<file path="src/rtl/uart_tx_frame.sv">
// UART transmitter: start bit, DATA_WIDTH data bits LSB first, optional parity, one stop bit.
// Define UART_TX_HOLD_EN to add a one-entry holding register for gapless back-to-back frames.
module uart_tx_frame #(
    parameter int DATA_WIDTH = 8
) (
    input  logic                  CLK,
    input  logic                  RST,
    input  logic [DATA_WIDTH-1:0] P_DATA,
    input  logic                  Data_Valid,
    input  logic                  PAR_EN,
    input  logic                  PAR_TYP,
    input  logic [5:0]            Prescale,
    output logic                  TX_OUT,
    output logic                  busy
);

    typedef enum logic [2:0] {
        IDLE,
        START,
        DATA,
        PARITY,
        STOP
    } state_t;

    localparam logic [3:0] LAST_BIT = 4'(DATA_WIDTH - 1);

    state_t                state;
    state_t                state_next;
    logic [DATA_WIDTH-1:0] shreg;
    logic                  par_en_q;
    logic                  par_bit_q;
    logic [5:0]            presc_q;
    logic [5:0]            edge_cnt;
    logic [5:0]            edge_cnt_next;
    logic [3:0]            bit_cnt;
    logic [3:0]            bit_cnt_next;
    logic                  tx_q;
    logic                  tx_next;
    logic                  busy_q;
    logic                  busy_next;
    logic                  term;
    logic                  shift_en;
    logic                  start_in;
    logic [5:0]            presc_in;
    logic                  par_in;

`ifdef UART_TX_HOLD_EN
    logic                  hold_full;
    logic                  hold_full_next;
    logic                  start_hold;
    logic                  capture;
    logic [DATA_WIDTH-1:0] hold_data;
    logic                  hold_par_en;
    logic                  hold_par_bit;
    logic [5:0]            hold_presc;
`endif

    assign presc_in = (Prescale == 6'd0) ? 6'd1 : Prescale;
    assign par_in   = (^P_DATA) ^ PAR_TYP;
    assign term     = (edge_cnt == (presc_q - 6'd1));

    always_comb begin
        state_next    = state;
        edge_cnt_next = edge_cnt + 6'd1;
        bit_cnt_next  = bit_cnt;
        tx_next       = tx_q;
        shift_en      = 1'b0;
        start_in      = 1'b0;
`ifdef UART_TX_HOLD_EN
        start_hold     = 1'b0;
        capture        = 1'b0;
        hold_full_next = hold_full;
`endif
        case (state)
            IDLE: begin
                edge_cnt_next = 6'd0;
                tx_next       = 1'b1;
                if (Data_Valid) begin
                    start_in = 1'b1;
                end
            end
            START: begin
                if (term) begin
                    state_next    = DATA;
                    edge_cnt_next = 6'd0;
                    tx_next       = shreg[0];
                end
            end
            DATA: begin
                if (term) begin
                    edge_cnt_next = 6'd0;
                    if (bit_cnt == LAST_BIT) begin
                        if (par_en_q) begin
                            state_next = PARITY;
                            tx_next    = par_bit_q;
                        end else begin
                            state_next = STOP;
                            tx_next    = 1'b1;
                        end
                    end else begin
                        // shreg[0] is on the line now, so shreg[1] is the next bit out
                        bit_cnt_next = bit_cnt + 4'd1;
                        shift_en     = 1'b1;
                        tx_next      = shreg[1];
                    end
                end
            end
            PARITY: begin
                if (term) begin
                    state_next    = STOP;
                    edge_cnt_next = 6'd0;
                    tx_next       = 1'b1;
                end
            end
            STOP: begin
                if (term) begin
                    state_next    = IDLE;
                    edge_cnt_next = 6'd0;
                    tx_next       = 1'b1;
`ifdef UART_TX_HOLD_EN
                    if (hold_full) begin
                        start_hold = 1'b1;
                    end else if (Data_Valid) begin
                        start_in = 1'b1;
                    end
`endif
                end
            end
            default: begin
                state_next = IDLE;
                tx_next    = 1'b1;
            end
        endcase

        if (start_in) begin
            state_next    = START;
            edge_cnt_next = 6'd0;
            bit_cnt_next  = 4'd0;
            tx_next       = 1'b0;
        end

`ifdef UART_TX_HOLD_EN
        if (start_hold) begin
            state_next     = START;
            edge_cnt_next  = 6'd0;
            bit_cnt_next   = 4'd0;
            tx_next        = 1'b0;
            hold_full_next = 1'b0;
        end
        capture = Data_Valid && !hold_full && (state != IDLE) && !start_in;
        if (capture) begin
            hold_full_next = 1'b1;
        end
        busy_next = hold_full_next;
`else
        busy_next = (state_next != IDLE);
`endif
    end

    always_ff @(posedge CLK or posedge RST) begin
        if (RST) begin
            state     <= IDLE;
            edge_cnt  <= 6'd0;
            bit_cnt   <= 4'd0;
            tx_q      <= 1'b1;
            busy_q    <= 1'b0;
            shreg     <= '0;
            par_en_q  <= 1'b0;
            par_bit_q <= 1'b0;
            presc_q   <= 6'd0;
        end else begin
            state    <= state_next;
            edge_cnt <= edge_cnt_next;
            bit_cnt  <= bit_cnt_next;
            tx_q     <= tx_next;
            busy_q   <= busy_next;
            if (start_in) begin
                shreg     <= P_DATA;
                par_en_q  <= PAR_EN;
                par_bit_q <= par_in;
                presc_q   <= presc_in;
            end
`ifdef UART_TX_HOLD_EN
            else if (start_hold) begin
                shreg     <= hold_data;
                par_en_q  <= hold_par_en;
                par_bit_q <= hold_par_bit;
                presc_q   <= hold_presc;
            end
`endif
            else if (shift_en) begin
                shreg <= shreg >> 1;
            end
        end
    end

`ifdef UART_TX_HOLD_EN
    always_ff @(posedge CLK or posedge RST) begin
        if (RST) begin
            hold_full    <= 1'b0;
            hold_data    <= '0;
            hold_par_en  <= 1'b0;
            hold_par_bit <= 1'b0;
            hold_presc   <= 6'd0;
        end else begin
            hold_full <= hold_full_next;
            if (capture) begin
                hold_data    <= P_DATA;
                hold_par_en  <= PAR_EN;
                hold_par_bit <= par_in;
                hold_presc   <= presc_in;
            end
        end
    end
`endif

    assign TX_OUT = tx_q;
    assign busy   = busy_q;

endmodule

</file>
<file path="config.mk">
export PLATFORM = sky130hd
export DESIGN_NAME = uart_tx_frame
export DESIGN_NICKNAME = d
export VERILOG_FILES = /design/src/rtl/uart_tx_frame.sv
export SDC_FILE = /design/constraint.sdc
export NUM_CORES = 1
export LEC_CHECK = 0
export ABC_AREA = 1
export ABC_CLOCK_PERIOD_IN_PS = 4000
export CORE_MARGIN = 1.5
export CORE_UTILIZATION = 25
export CTS_BUF_LIST = sky130_fd_sc_hd__clkbuf_8
export DETAILED_ROUTE_END_ITERATION = 16
export GPL_TIMING_DRIVEN = 0
export PLACE_DENSITY = 0.52
export SKIP_LAST_GASP = 1
export SYNTH_ARGS = -nofsm -noshare
export SYNTH_HDL_FRONTEND = slang
export SYNTH_SLANG_ARGS = --single-unit
</file>
<file path="constraint.sdc">
create_clock -name CLK -period 4 [get_ports CLK]
set_input_delay 0.6 -clock CLK [delete_from_list [all_inputs] [get_ports CLK]]
set_output_delay 0.6 -clock CLK [all_outputs]
set_load 0.05 [all_outputs]
</file>
### Word level (Yosys, flattened, before mapping)

Cells that the tools add are included.

| operators by class | value |
|---|---|
| add/sub/neg operators | 3 |
| muxes and demuxes | 30 |
| reduce and logical (&&, ||, !) cells | 11 |
| eq/ne operators | 10 |
| bitwise gates (word level) | 1 |

Operators with widths:

| operator | number |
|---|---|
| $mux W3 | 7 |
| $mux W6 | 3 |
| $mux W4 | 4 |
| $mux W8 | 2 |
| $pmux W3 S5 | 1 |
| $pmux W6 S2 | 1 |
| $mux W1 | 11 |
| $reduce_xor A8 Y1 | 1 |
| $add A6 B1 Y6 const B | 1 |
| $eq A3 B2 Y1 const B | 2 |
| $eq A6 B6 Y1 | 1 |
| $logic_not A6 Y1 | 1 |
| $ne A3 B3 Y1 const B | 2 |
| $reduce_and A3 Y1 | 2 |
| $reduce_bool A2 Y1 | 3 |
| $sub A6 B1 Y6 const B | 1 |
| $add A4 B1 Y4 const B | 1 |
| $eq A4 B3 Y1 const B | 1 |
| $reduce_or A4 Y1 | 1 |
| $eq A3 B1 Y1 const B | 1 |
| $eq A3 B3 Y1 const B | 1 |
| $logic_not A3 Y1 | 1 |
| $ne A3 B1 Y1 const B | 1 |
| $pmux W1 S3 | 1 |
| 4 further kinds | 4 |

| storage, ports and cells | value |
|---|---|
| input port bits | 19 |
| flip-flop bits (word level) | 31 |
| output and inout bits | 2 |

### Depth between registers and ports, before layout

Gate-level depths: netlist (run 1).

| depth | value |
|---|---|
| depth in word-level cells | 6 |
| depth in mapped cells | 13 |
| gate-level depth less buffers | 13 |

### Worst setup path after synthesis (run 1)

OpenSTA, ideal clock, no wires.

| path | value |
|---|---|
| kind | register to register |
| from | reg presc_q[0] |
| to | reg bit_cnt[2] |
| buffers on the path | 0 |
| data required time | 3.883 ns |
| arrival time | 1.570 ns |
| slack | 2.314 ns |
| clock period less this slack | 1.686 ns |
| setup time | 0.117 ns |
| cell stages (with the launch flop) | 12 |
| path through | dfrtp_1 -> inv_2 -> ha_1 -> xnor2_1 -> nor2_1 -> nand2_1 -> nor2_4 -> nand4_4 -> nand2_4 -> inv_4 -> nand2_1 -> nand2_1 |

| on the way | value |
|---|---|
| cells in the longest elaborated chain, start to end | 4 |

RTL lines:

| what | RTL line | text |
|---|---|---|
| start: declaration | 32 | `logic [5:0] presc_q;` |
| start signal: assignment | 181 | `presc_q <= presc_in;` |
| $sub A6 B1 Y6 | 60 | `assign term = (edge_cnt == (presc_q - 6'd1));` |
| $eq A6 B6 Y1 | 60 |  |
| $reduce_bool A2 Y1 (no line) | - |  |
| $reduce_and A3 Y1 (no line) | - |  |
| end signal: assignment | 174 | `bit_cnt <= bit_cnt_next;` |
| end: declaration | 35 | `logic [3:0] bit_cnt;` |

No other way between the ends.
A chain may end at the register's enable or synchronous reset.

### Worst setup path in the final report (run 1)

| path | value |
|---|---|
| from | reg tx_q, in the netlist TX_OUT |
| to | out TX_OUT |

RTL lines:

| what | RTL line | text |
|---|---|---|
| start: declaration | 37 | `logic tx_q;` |
| start signal: assignment | 175 | `tx_q <= tx_next;` |
| end: declaration | 13 | `output logic TX_OUT,` |

No word-level cell between the ends.

==> summary.md, run 1 <==
| Metric | Value |
|---|---|
| Hold Crit Start | shreg[3]$_DFFE_PP0P_ |
| Core Region | about 6900 um^2 |
| Crit path max fanout | 2 |
| Root Buffer | clkbuf_8 |
| Status | complete, no violations |
| Via count | ~1600 |
| Min Tclk post-route | 2.21 ns |
| Synth-to-Final Area Change | 23.7% |
| Overall routing resource usage | 0.115 |
| Wire per inst | 10.4 um |
| Initial antenna violation count | 0 |
| Detail Route Antenna Nets | 0 |
| Post-DP HPWL | 2850 um |
| CP endpoint kind | output port |
| Vias in the first global route | 1539 |
| CTS clk-pin slew, worst paths | 0.06 ns |
| Most frequent cells in the layout | nand2_1 (91), dfrtp_1 (30), inv_1 (24) |
| Final instance area | 2230 um^2 |
| Levels on crit path | 1 |
| FF-to-FF path depth | 11 |
| Synth Cell Area | 1800 um^2 |
| Crit share post-route | 0.553 |
| Slew margin rel. | 0.665 |
| Die extent in x | between 80 and 90 um |
| Metal3 WL | about 120 um |
| Row count | 30 |
| CP delay by family, top | buffers and inverters |
| Ant diodes | 0 |
| Leading cell type in the layout, fill and taps excluded | nand2_1 |
| Met2 wire len | between 1500 and 2000 um |
| FF+latch count, synth | 31 |
| Critical Path RT | 3.40 ns |
| Synth area leader | dfrtp_1 |
| Maximum clock path buffer count | 2 |
| First-pass GRT wire length | 6860 um |
| Worst Hold Path Cells | 2 |
| Peak VDD IR | 0.000223 V |
| Final setup fails | 0 |
| Crit path arrival time | 1.61 ns |
| H-Tree Depth | 2 |
| CTS tree | done |
| TritonCTS Buffers | 5 |
| Slew of the pin with the lowest slew margin | 0.500 ns |
| Placement Cell Area | 2120 um^2 |
| # hold bufs at CTS | 0 |
| IO buf count | 20 |
| R2R Path End | busy$_DFF_PP0_ |
| Maxcap violations | 0 |
| Total setup buffers inserted after CTS | 0 |
| Die height | 88.0 um |
| Worst path cell trace | clkdlybuf4s50_1 |
| Initial DRC count | 37 |
| Post-route met1 wirelength | 1820 um |
| Fmax | 0.452 GHz |
| Synth area leaders | dfrtp_1 (42%), nand2_1 (19%), nand3_1 (6.1%) |
| Setup tns final | 0 ns |
| Initial Util | 0.263 |
| Max stage delay cell, worst path | clkdlybuf4s50_1 |
| Synthesized net count | 261 |
| Unrepaired setup endpoints after global routing | false |
| Yosys warnings | 0 |
| RR Startpoint | presc_q[0]$_DFFE_PP0P_ |
| Leak | between 0.001 and 0.0015 uW |
| NumNets Final | 289 |
| Fillers | 735 |
| Worst Hold Endpoint | shreg[3]$_DFFE_PP0P_ |
| First-pass DRT Iterations | 5 |
| # DRC | 0 |
| Max incr delay on CP | 0.80 ns |
| Die ar. | 7740 um^2 |
| Sequential area share after synthesis | 0.431 |
| Crit path from | TX_OUT$_DFFE_PP1P_ |
| PD cells | 638 nW/um^2 |
| R2r setup slk | 2.10 ns |
| Type of the tightest min-delay check | flop to flop |
| Yosys top cell area share | 0.416 |
| Netlist cell types | 28 |
| Post-Route WL | 3800 um |
| Clk_lat worst skew | 0.28 ns |
| GRT overflow | 0 |
| Max Transition Viols Final | 0 |
| Max layer used | met4 |
| Cts repair resizes | 0 |
| Layout cells sized above 1 | 0.0784 |
| Synthesized area per cell | 7.55 um^2 |
| Crit Path Class | flop to output port |
| CTS sink count | 31 |
| Final setup margin | around 1.8 ns |
| Clock Skew | 0.0107 ns |
| Vias per Instance | 4.27 |
| Final GP Congestion | 0.806 |
| Gate Count Post-Synth | 239 |
| Ports | 21 |
| Hold Vio Cnt, Final | 0 |
| Pin count of the biggest net entering global routing | 32 |
| Crit path buf inv count | 1 |
| DP Worst Slack | 1.86 ns |
| Startpoint Class | flop |
-- cells in the mapped netlist, drive strengths merged --
| library cell | number |
|---|---|
| a21oi | 2 |
| a31oi | 1 |
| buf | 2 |
| clkbuf | 2 |
| dfrtp | 30 |
| dfstp | 1 |
| ha | 3 |
| inv | 27 |
| nand2 | 93 |
| nand3 | 22 |
| nand3b | 1 |
| nand4 | 3 |
| nor2 | 17 |
| nor3b | 1 |
| nor4 | 1 |
| o211ai | 2 |
| o21ai | 13 |
| or2 | 1 |
| xnor2 | 8 |
| xor2 | 9 |
-- kinds of logic after synthesis --
| family | synth area share |
|---|---|
| and+or+nand+nor | 0.335 |
| buffers and inverters | 0.0673 |
| DFF | 0.431 |
| AOI/OAI and AO/OA | 0.0534 |
| xor gates and xnor gates | 0.0929 |
| adders and majority gates | 0.0208 |
-- layer usage --
layer,GRT usage,vias up
met2,0.194,23
met4,0.0433,0
li1,-,810
met3,0.0283,5
met1,0.140,718
met5,0,-
-- metrics by stage --
stage	utilization	total power [uW]	hold WS, ns	instances
3_5_place_dp	0.309	1210	0.467	355
6_report	0.325	1430	0.478	364
3_3_place_gp	0.309	1200	0.458	355
2_1_floorplan	-	1040	0.437	239
4_1_cts	0.321	1450	0.482	363
5_1_grt	0.325	1580	0.492	364
-- state kept, by name, indices dropped and copies added, names as in the netlist --
signal	count
bit_cnt	4
presc_q	6
par_bit_q	1
edge_cnt	6
state	3
shreg	8
par_en_q	1
TX_OUT	1
busy	1
-- final cells by class --
type                    count  area [um^2]  area share
plain buffers               4         17.5     0.00785
well taps                  96          120      0.0538
clock buffers               5         68.8      0.0308
inverters                  27          104      0.0465
flip-flops and latches     31          777       0.348
multi-input cells         177          906       0.406
repair buffers             21          228       0.102
clock inverters             3         11.3     0.00504
-- power by group --
part	leakage [uW]	internal, uW	switching, uW
Combinational	0.000651	255	427
Sequential	0.000398	430	84.2
Clock	0.0000519	116	113
Total	0.00110	801	624
-- worst max-delay path by stage --
stage,end
3_5_place_dp,shreg[4]$_DFFE_PP0P_
5_1_grt,TX_OUT
6_report,TX_OUT
4_1_cts,TX_OUT
3_3_place_gp,shreg[5]$_DFFE_PP0P_
2_1_floorplan,bit_cnt[2]$_DFFE_PP0P_
Note: power is estimated with default switching activity, not from simulation.
==> run 2, diff against run 1 <==
--- a/config.mk
+++ b/config.mk
@@ -6,13 +6,13 @@
 export NUM_CORES = 1
 export LEC_CHECK = 0
 export ABC_AREA = 1
-export ABC_CLOCK_PERIOD_IN_PS = 4000
+export ABC_CLOCK_PERIOD_IN_PS = 1900
 export CORE_MARGIN = 1.5
 export CORE_UTILIZATION = 25
 export CTS_BUF_LIST = sky130_fd_sc_hd__clkbuf_8
 export DETAILED_ROUTE_END_ITERATION = 16
 export GPL_TIMING_DRIVEN = 0
-export PLACE_DENSITY = 0.52
+export PLACE_DENSITY = 0.53
 export SKIP_LAST_GASP = 1
 export SYNTH_ARGS = -nofsm -noshare
 export SYNTH_HDL_FRONTEND = slang
==> constraint.sdc (replaced) <==
create_clock -name CLK -period 1.9 [get_ports CLK]
set_input_delay 0.285 -clock CLK [delete_from_list [all_inputs] [get_ports CLK]]
set_output_delay 0.285 -clock CLK [all_outputs]
set_load 0.05 [all_outputs]
==> run 2 against run 1 <==
Clock power rose by 150%. Sequential power rose by 110%. Wire length rose by 3.4%. Global-route usage rose by 0.31 points. Design area rose by 5.7%. Core utilization rose by 1.9 points. Worst setup slack got worse by 1.6 ns. Die area did not move. Sequential share of layout area fell by 1.9 points. Flip-flop and latch count did not move. Critical path type is now flop to flop. Largest cell class unchanged.
==> summary.md, run 2 (synthesized netlist as in run 1, its figures left out) <==
| Metric | Value |
|---|---|
| Die extent in x | 88.0 um (unchanged) |
| Die ar. | 7740 um^2 (unchanged) |
| Pin count of the biggest net entering global routing | 32 (unchanged) |
| Min Tclk post-route | 1.76 ns |
| # DRC | 0 (unchanged) |
| Crit Path Class | flop to flop |
| Slew of the pin with the lowest slew margin | 0.502 ns (+0.00183 ns) |
| Ant diodes | 0 (unchanged) |
| Overall routing resource usage | 0.118 (+0.00306) |
| Final Util | 0.344 (+0.0186) |
| Worst path cell trace | inv_2, ha_4, xnor2_1, nor2_1, nand2_1, nor2_4, nand4_4, nand2_4, buf_4, nand2_1, nand2_1 |
| Crit share post-route | 0.926 |
| Fillers | 725 (-1.4%) |
| Initial DRC count | 56 (+51%) |
| Detail Route Antenna Nets | 0 (unchanged) |
| Largest register FFs | 8 (unchanged) |
| Vias per Instance | 4.20 (-1.6%) |
| H-Tree Depth | 2 (unchanged) |
| Layout cells sized above 1 | 0.156 (+0.0774) |
| Vias in the first global route | 1578 (+2.5%) |
| Area of the multi-input gates | 945 um^2 (+4.3%) |
| Synth-to-Final Area Change | 30.8% |
| FF/Latch Area | 777 um^2 (unchanged) |
| Worst path most repeated cell | nand2_1 |
| Clk_lat worst skew | 0.29 ns (about the same) |
| FF-to-FF path depth | 11 (unchanged) |
| DP Worst Slack | -0.00711 ns (-1.87 ns) |
| First-pass GRT wire length | 6980 um (+1.8%) |
| PD cells | 1410 nW/um^2 (+120%) |
| Row count | 30 (unchanged) |
| CTS clk-pin slew, worst paths | 0.07 ns (about the same) |
| Max stage delay cell, worst path | dfrtp_1 |
| Startpoint Class | flop |
| # hold bufs at CTS | 0 (unchanged) |
| Maxcap violations | 0 (unchanged) |
| Final setup margin | 0.140 ns (-1.65 ns) |
| Root Buffer | clkbuf_8 |
| Maximum clock path buffer count | 2 (unchanged) |
| Type of the tightest min-delay check | primary input to async pin |
| Post-DP HPWL | 2860 um (+0.43%) |
| Post-Route WL | 3930 um (+3.4%) |
| Clock Skew | 0.00695 ns (-0.00374 ns) |
| First-pass DRT Iterations | 4 (-1) |
| Final setup fails | 0 (unchanged) |
| Die height | 88.0 um (unchanged) |
| Max incr delay on CP | 0.40 ns (-0.40 ns) |
| Ports | 21 (unchanged) |
| Unrepaired setup endpoints after global routing | true |
| TritonCTS Buffers | 5 (unchanged) |
| Hold Vio Cnt, Final | 0 (unchanged) |
| Core Region | 6870 um^2 (unchanged) |
| NumNets Final | 297 (+2.8%) |
| Fmax | 0.568 GHz |
| Final GP Congestion | 0.791 (-1.9%) |
| Top Registers | shreg (8), edge_cnt (6), presc_q (6) |
| Placed insts | 355 (unchanged) |
| Via count | 1564 (+0.51%) |
| Slew margin rel. | 0.667 (+0.00116) |
| Post-Layout Cell Count | 372 (+2.2%) |
| Initial Util | 0.263 (unchanged) |
| IO buf count | 20 (unchanged) |
| Largest Register | shreg |
| Worst hold margin | 0.224 ns (-0.254 ns) |
| Max Transition Viols Final | 0 (unchanged) |
| Crit path max fanout | 6 (+4) |
| CP endpoint kind | flop |
| Most frequent cells in the layout | nand2_1 (84), dfrtp_1 (30), nand3_1 (21) |
| Initial antenna violation count | 0 (unchanged) |
| CTS tree | done |
| GRT overflow | 0 (unchanged) |
| Critical Path RT | 2.13 ns (-1.27 ns) |
| Leading cell type in the layout, fill and taps excluded | nand2_1 |
| Wire per inst | 10.6 um (+1.2%) |
| Pwr Total | 3320 uW (+130%) |
| CTS sink count | 31 (unchanged) |
| Status | complete, no violations |
| Leak | 0.00115 uW (+4.5%) |
| Peak VDD IR | 0.000487 V (+120%) |
| Crit path arrival time | 1.99 ns (+0.38 ns) |
run 2: final timing paths:
| check | to | start | slack [ns] |
|---|---|---|---|
| setup / recovery | shreg[5]$_DFFE_PP0P_ | presc_q[1]$_DFFE_PP0P_ | 0.14 |
| hold / removal | bit_cnt[2]$_DFFE_PP0P_ | RST | 0.22 |
| setup reg to reg | shreg[5]$_DFFE_PP0P_ | presc_q[1]$_DFFE_PP0P_ | 0.14 |
| hold reg to reg | shreg[0]$_DFFE_PP0P_ | shreg[0]$_DFFE_PP0P_ | 0.47 |
| max in group asynchronous | TX_OUT$_DFFE_PP1P_ | RST | 1.19 |
| min in group CLK | shreg[0]$_DFFE_PP0P_ | shreg[0]$_DFFE_PP0P_ | 0.47 |
run 2: timing repair:
item / 4_1_cts / 5_1_grt
pin swaps: 2 / 11
resized for setup: 2 / 15
setup buffers: 3 / 5
setup endpoints to repair: 10 / 23
run 2: area by class of cell:
| class | instances | share of cell area |
|---|---|---|
| multi-input combinational | 177 | 0.400 |
| sequential | 31 | 0.329 |
| timing repair buffer | 29 | 0.124 |
| tap | 96 | 0.0509 |
| inverter | 27 | 0.0461 |
| clock buffer | 7 | 0.0408 |
| buffer | 4 | 0.00742 |
| clock inverter | 1 | 0.00159 |
run 2: layer usage:
metal,wire length (um),GRT usage,up-vias
met1,1810,0.145,704
met4,84,0.0476,0
li1,-,-,827
met5,0,0,-
met3,137,0.0320,10
met2,1900,0.194,23
run 2: where the power goes:
part | internal, uW | switching [uW]
sequential | 906 | 175
clock | 325 | 247
combinational | 681 | 983
total | 1910 | 1400
run 2: critical path: cells and delay by family, from the launching register on:
family,cells,cell delay [ns]
fa+ha+maj,1,0.21
xor+xnor,1,0.11
flops,1,0.40
buf+inv,2,0.23
simple gates,7,0.74
run 2: through the flow:
step / area [um^2] / TNS (ns)
global route: 2360 / -0.189
CTS: 2260 / 0
detailed placement: 2120 / -0.0229
finish: 2360 / 0
global placement: 2120 / -0.00547
floorplan: 1800 / 0
